[src/rtl/fir3_stream_ctrl.sv]
// Serial <-> 3-lane stream scheduler around the unfolded FIR3 core.
// Optional partial-group flush: define FIR3_CTRL_FLUSH_EN to add the FLUSH port.
module fir3_stream_ctrl #(
  parameter int NB = 13
) (
  input  logic          CLK,
  input  logic          RST,
  input  logic [NB-1:0] S_DIN,
  input  logic          S_VIN,
  output logic [NB-1:0] F_DIN0,
  output logic [NB-1:0] F_DIN1,
  output logic [NB-1:0] F_DIN2,
  output logic          F_VIN,
  input  logic [NB-1:0] F_DOUT0,
  input  logic [NB-1:0] F_DOUT1,
  input  logic [NB-1:0] F_DOUT2,
  input  logic          F_VOUT,
  output logic [NB-1:0] S_DOUT,
  output logic          S_VOUT,
  output logic          OVF
`ifdef FIR3_CTRL_FLUSH_EN
  ,
  input  logic          FLUSH
`endif
);

  typedef logic [2:0][NB-1:0] grp_t;
  typedef enum logic [1:0] {IDLE, L0, L1, L2} ser_t;

  logic [1:0]    cnt;
  logic [NB-1:0] lane0;
  logic [NB-1:0] lane1;

`ifdef FIR3_CTRL_FLUSH_EN
  // A sample that completes the group wins over the flush.
  logic flush_go;
  assign flush_go = FLUSH
                 && !(S_VIN && cnt == 2'd2)
                 && (S_VIN || cnt != 2'd0);
`endif

  always_ff @(posedge CLK or posedge RST) begin
    if (RST) begin
      cnt    <= 2'd0;
      lane0  <= '0;
      lane1  <= '0;
      F_DIN0 <= '0;
      F_DIN1 <= '0;
      F_DIN2 <= '0;
      F_VIN  <= 1'b0;
    end else begin
      F_VIN <= 1'b0;
      if (S_VIN) begin
        unique case (cnt)
          2'd0: begin
            lane0 <= S_DIN;
            cnt   <= 2'd1;
          end
          2'd1: begin
            lane1 <= S_DIN;
            cnt   <= 2'd2;
          end
          2'd2: begin
            F_DIN0 <= lane0;
            F_DIN1 <= lane1;
            F_DIN2 <= S_DIN;
            F_VIN  <= 1'b1;
            cnt    <= 2'd0;
          end
          default: cnt <= 2'd0;
        endcase
      end
`ifdef FIR3_CTRL_FLUSH_EN
      if (flush_go) begin
        F_VIN <= 1'b1;
        cnt   <= 2'd0;
        unique case (cnt)
          2'd0: begin
            F_DIN0 <= S_DIN;
            F_DIN1 <= '0;
            F_DIN2 <= '0;
          end
          2'd1: begin
            F_DIN0 <= lane0;
            F_DIN1 <= S_VIN ? S_DIN : '0;
            F_DIN2 <= '0;
          end
          default: begin
            F_DIN0 <= lane0;
            F_DIN1 <= lane1;
            F_DIN2 <= '0;
          end
        endcase
      end
`endif
    end
  end

  ser_t          state;
  ser_t          state_nxt;
  grp_t          mem [2];
  logic          rd;
  logic          wr;
  logic [1:0]    fill;
  logic          pop;
  logic          push;
  logic          drop;
  grp_t          in_grp;
  grp_t          head;
  grp_t          after_pop;
  logic [NB-1:0] dout_nxt;
  logic          vout_nxt;

  assign in_grp    = {F_DOUT2, F_DOUT1, F_DOUT0};
  assign head      = mem[rd];
  assign pop       = (state == L2);
  assign push      = F_VOUT && (fill != 2'd2 || pop);
  assign drop      = F_VOUT && fill == 2'd2 && !pop;
  // An incoming group bypasses the buffer when it becomes the head at once.
  assign after_pop = (fill == 2'd2) ? mem[~rd] : in_grp;

  always_comb begin
    state_nxt = state;
    dout_nxt  = S_DOUT;
    vout_nxt  = 1'b0;
    unique case (state)
      IDLE: begin
        if (fill != 2'd0) begin
          state_nxt = L0;
          dout_nxt  = head[0];
          vout_nxt  = 1'b1;
        end else if (F_VOUT) begin
          state_nxt = L0;
          dout_nxt  = in_grp[0];
          vout_nxt  = 1'b1;
        end
      end
      L0: begin
        state_nxt = L1;
        dout_nxt  = head[1];
        vout_nxt  = 1'b1;
      end
      L1: begin
        state_nxt = L2;
        dout_nxt  = head[2];
        vout_nxt  = 1'b1;
      end
      L2: begin
        if (fill == 2'd2 || push) begin
          state_nxt = L0;
          dout_nxt  = after_pop[0];
          vout_nxt  = 1'b1;
        end else begin
          state_nxt = IDLE;
        end
      end
      default: state_nxt = IDLE;
    endcase
  end

  always_ff @(posedge CLK or posedge RST) begin
    if (RST) begin
      state  <= IDLE;
      S_DOUT <= '0;
      S_VOUT <= 1'b0;
      OVF    <= 1'b0;
      fill   <= 2'd0;
      rd     <= 1'b0;
      wr     <= 1'b0;
      mem[0] <= '0;
      mem[1] <= '0;
    end else begin
      state  <= state_nxt;
      S_DOUT <= dout_nxt;
      S_VOUT <= vout_nxt;
      if (drop) OVF <= 1'b1;
      fill <= fill + {1'b0, push} - {1'b0, pop};
      if (push) begin
        mem[wr] <= in_grp;
        wr      <= ~wr;
      end
      if (pop) rd <= ~rd;
    end
  end

endmodule

[config.mk]
export PLATFORM = sky130hd
export DESIGN_NAME = fir3_stream_ctrl
export DESIGN_NICKNAME = d
export VERILOG_FILES = /design/src/rtl/fir3_stream_ctrl.sv
export SDC_FILE = /design/constraint.sdc
export NUM_CORES = 1
export LEC_CHECK = 0
export ABC_AREA = 1
export CORE_ASPECT_RATIO = 0.7
export CORE_UTILIZATION = 54
export DETAILED_ROUTE_END_ITERATION = 8
export PLACE_DENSITY = 0.81
export REMOVE_ABC_BUFFERS = 1
export SYNTH_ARGS = -nofsm -noshare
export SYNTH_HDL_FRONTEND = slang
export SYNTH_SLANG_ARGS = --single-unit
[constraint.sdc]
create_clock -name CLK -period 6 [get_ports CLK]
set_input_delay 0.6 -clock CLK [delete_from_list [all_inputs] [get_ports CLK]]
set_output_delay 0.6 -clock CLK [all_outputs]
set_load 0.005 [all_outputs]
# Word level (Yosys, flattened, before mapping)
# Index checks and enable logic that the tools add are counted.
# word_totals
ff_bits,167
latchBits,0
ramBits,0
rom_bits,0
elab_cells,80
memories,0
# classes
addsub,2
mul,0
n_div,0
order_cmp,4
eq_ne,9
shifts,0
muxes,25
n_bitwise,5
reduce_logical,15
# op_table
operator,count
$mux W39,4
$mux W13,7
$bwmux W78,1
$pmux W13 S4,1
$demux W39 S1,1
$eq A2 B2 Y1 const B,4
$pmux W2 S4,1
$reduce_and A2 Y1,4
$ge A2 B2 Y1 const B,3
$mux W1,6
$not A1 Y2,3
$eq A2 B1 Y1 const B,2
$logic_and A1 B1 Y1,4
$logic_not A2 Y1,2
$mux W2,2
$pmux W2 S2,1
$ne A3 B3 Y1 const B,1
$pmux W1 S3,1
$add A2 B1 Y2,1
$logic_or A1 B1 Y1,2
$lt A2 B1 Y1 const B,1
$ne A2 B1 Y1 const B,1
$ne A2 B2 Y1 const B,1
$not A1 Y1,2
other kinds (4),4

# Logic depth before layout (Yosys ltp)
# logic_depth
depth_word,8
ltp_mapped,12
depth_no_buf,10

# Worst setup path after synthesis
# OpenSTA, ideal clock, no wires.
# synth_timing
path_kind,reg-to-reg
start,reg state[0]
end,reg mem[39] (netlist name)
setup_ns,0.130
t_arrival_ns,1.593
slack_ns,4.277
path_stages_with_launch,9
n_path_buf,3
path_cell_list,dfrtp_1 ha_1 buf_2 or2_4 nand2_2 or2_1 buf_2 clkbuf_1 o21ai_0
# synth_via
elab_chain_len,3
# synth_rtl
item,line_no,text
start: declaration,99,ser_t state;
start signal: assignment,173,state <= state_nxt;
$eq A2 B2 Y1,116,assign pop = (state == L2);
$logic_or A1 B1 Y1,117,assign push = F_VOUT && (fill != 2'd2 || pop);
$logic_and A1 B1 Y1,117,
end signal: indexed assignment,179,mem[wr] <= in_grp;
end: declaration,101,grp_t mem [2];
# No other way between the ends.
# A chain may end at the register's enable or synchronous reset.

# Worst setup path in the final report
# layout_timing
start,reg state[0]
end,reg S_DOUT[1]
# layout_via
elab_chain_len,6
word_cells_on_any_way,11
# layout_rtl
item,line_no,text
$eq A2 B2 Y1,"116, 126",
$logic_or A1 B1 Y1,117,
$logic_and A1 B1 Y1,117,
$logic_or A1 B1 Y1,149,if (fill == 2'd2 || push) begin
$ne A2 B1 Y1 (no source line),-,
$reduce_and A2 Y1 (no source line),-,
end signal: assignment,174,S_DOUT <= dout_nxt;
end: declaration,18,"output logic [NB-1:0] S_DOUT,"
# Parallel ways exist; a longest one is shown, timed or not.

==> impl_results.rst <==
.. list-table::
   :header-rows: 1

   * - Metric
     - Value
   * - Run status
     - finished, final reports clean
   * - Worst min-delay path startpoint
     - lane0[12]
   * - DRT Pass-1 Iters
     - 5
   * - Share of cells above drive strength 1
     - 0.0422
   * - Root buffer cell
     - clkbuf_16
   * - Most frequent cells after synthesis
     - nand2_1 (459), dfrtp_1 (167), o21ai_0 (120)
   * - Endpoints failing hold
     - 0
   * - Number of nets with antenna violations after detailed routing
     - 0
   * - Number of buffers inserted by port buffering
     - 110
   * - Detailed placer's ending HPWL
     - 10,900 um
   * - Multi-input gate area in the final layout
     - 2860 um2
   * - Vias
     - 6,311
   * - Worst setup slack after placement
     - 3380 ps
   * - Type of origin of the critical path
     - flop
   * - GR Overflow Total
     - 0
   * - Number of placement rows
     - 35
   * - Register cell area after layout
     - 4180 um2
   * - Tightest slew margin relative to the limit
     - 0.253
   * - Worst-skew pair later-pin latency
     - 420 ps
   * - Vias per inst
     - 5.04
   * - Top post-synthesis cells by area
     - dfrtp_1 (55%), nand2_1 (23%), o21ai_0 (7.9%)
   * - Final weighted congestion in routability-driven placement
     - 0.816
   * - Number of warnings printed during yosys synthesis
     - 0
   * - Leakage power
     - 4.80 nW
   * - Ratio of final minimum period to clock period
     - 0.406
   * - Chip height
     - 101 um
   * - Mean routed wirelength per cell
     - 14.1 um
   * - Worst Max-Slew Pin Slew
     - 1120 ps
   * - Share of synthesized registers carrying an async set or reset
     - 1.00
   * - Setup repair bufs after CTS
     - 0
   * - Share of the synthesized area in the top cell type
     - 0.553
   * - Maximum number of pins on one net before global-route repair
     - 118
   * - Critical path class
     - flop to flop
   * - Area growth from synthesis to layout
     - 23.0%
   * - Buffer levels on the longest clock path
     - 2
   * - Overall fraction of global-route tracks in use
     - 0.263
   * - Required arrival time at the worst endpoint
     - 6300 ps
   * - Leading cell type by number of instances after synthesis
     - nand2_1
   * - Filler cells
     - 1,112
   * - Placeable Area
     - 13,400 um2
   * - Top Ports
     - 111
   * - Most used DFF post-synth
     - dfrtp_1
   * - Number of global-route vias before repair
     - 6,168
   * - Utilization after layout
     - 0.694
   * - Synthesized flop and latch total
     - 167
   * - Hold-fix buffer count after cts
     - 0
   * - Pwr dens
     - 546 nW/um2
   * - Crit path setup slack, layout
     - 3560 ps
   * - Synthesized instance count
     - 971
   * - Initial core utilization
     - 0.564
   * - Count of unique library cells instantiated by Yosys
     - 24
   * - Final Slew Violations
     - 0
   * - Critical path capture point type
     - flop
   * - CTS tree
     - built
   * - Number of antenna violations at the first check in global routing
     - 0
   * - Number of design rule violations left after detail routing
     - 0
   * - Antenna fix cells
     - 0
   * - Clock slew seen by the registers of the worst setup and hold paths
     - 70 ps
   * - Global-route wire length before repair
     - 29,300 um
   * - Number of resized instances in the post-cts repair step
     - 0
   * - Total wirelength of the detailed-routed design
     - 17,600 um
   * - Minimum period implied by the final worst setup slack
     - 2440 ps
   * - Worst clock skew
     - 10.7 ps
   * - Number of flops mapped to enable cells by yosys
     - 0
   * - Number of nets in the finished design
     - 1,117
   * - Detailed router's first-iteration violation count
     - 510
   * - DIE AREA
     - 14,500 um2
   * - VDD IR max
     - 0.229 mV
   * - Average instance area after synthesis
     - 7.79 um2
   * - Clock sink count
     - 167
   * - Startpoint of the lowest-slack register-to-register path
     - state[0]
   * - Clock buffers created by TritonCTS
     - 17
   * - Post-synthesis instance area
     - 7560 um2
   * - Cell accounting for the most synthesized area
     - dfrtp_1
   * - Hold/Removal Path Class
     - flop to flop
   * - Sequential area share after synthesis
     - 0.553
   * - Max Cap Viol
     - 0
   * - # H-tree levels
     - 4
   * - Maximum frequency from static timing analysis
     - 411 MHz
   * - Die boundary width
     - 143 um
   * - Critical path fanouts, max
     - 18
   * - Unrepaired setup endpoints after global routing
     - no
   * - Total negative slack for setup checks
     - 0 ps
   * - Critical path launch point
     - state[0]
   * - Signal arrival time at the worst endpoint
     - 2740 ps
   * - Number of endpoints failing setup at the final stage
     - 0
[where the power goes]
part	leakage, nW	internal (mW)	total, mW	switching [mW]
clock network	0.279	0.592	1.07	0.477
logic	2.45	0.845	2.01	1.17
registers	2.08	1.67	1.99	0.324
total	4.80	3.10	5.07	1.97
[sequential cells by signal, summed over array words and instances, names as in the netlist, 13 cells and up]
register	cells
mem	78
F_DIN0	13
lane0	13
S_DOUT	13
F_DIN1	13
lane1	13
F_DIN2	13
[cells in the final DEF, fill, tap and decap left out]
cell,instances
clkinv_2,1
clkinvlp_4,2
inv_6,7
nand3_1,18
a32oi_1,1
o21ai_1,2
clkbuf_8,1
bufinv_16,1
o21ai_0,120
or2_4,1
a21o_1,1
a21oi_1,40
nand3_2,1
xor2_1,1
nand2_2,2
clkinv_4,4
nand2_1,459
ha_1,7
buf_4,7
dfrtp_1,167
clkdlybuf4s50_1,110
or2_2,1
nor2_1,15
xnor2_1,2
clkbuf_16,17
o21bai_1,1
clkinv_1,2
inv_1,76
[worst paths after layout]
kind                                    to  slack (ps)  cells past startpoint
min in group asynchronous       F_DIN1[11]         830                      2
worst max-delay path             S_DOUT[1]        3560                      6
worst min-delay path            F_DIN0[12]         470                      2
worst max register to register   S_DOUT[1]        3560                      6
max in group asynchronous         lane0[6]        3920                      3
worst min register to register  F_DIN0[12]         470                      2
[stage by stage]
step / cell area (um2) / hold slack (ps) / total power, mW / std cells
after CTS: 9300 / 467 / 5.09 / 1252
after floorplan: 7330 / 442 / 3.16 / 918
after global placement: 8720 / 445 / 3.91 / 1220
after detailed placement: 8720 / 451 / 4.00 / 1220
final: 9300 / 466 / 5.07 / 1252
after global routing: 9300 / 496 / 5.48 / 1252
[critical path, stage by stage, from the launching register on]
cell and delay (ps):
dfrtp_1 390, ha_1 690, nand3_1 140, nand2_1 450, inv_1 390, nor2_1 200, a21oi_1 50
[layout make-up]
type,instances,area share
Clock buffer,18,0.0472
Clock inverter,14,0.0148
Inverter,79,0.0324
Multi-Input combinational cell,672,0.307
Sequential cell,167,0.449
Tap cell,185,0.0249
Timing Repair Buffer,117,0.124
[routing by layer]
metal  vias to the layer above  global-route usage  share of wire
li1                       3169                   -              -
met1                      2912               0.362           0.46
met2                       215               0.424           0.47
met3                        15              0.0470          0.060
met4                         0              0.0917          0.011
met5                         -                   0              0
[cell families after synthesis]
family                   Yosys count  share of synthesized area
buffers and inverters            132                     0.0702
flip-flops                       167                      0.553
AO/OA/AOI/OAI                    165                      0.110
XOR/XNOR                           3                    0.00348
adder cells (fa/ha/maj)            7                     0.0116
AND/OR/NAND/NOR                  497                      0.252
Power figures use the tool's default switching activity.
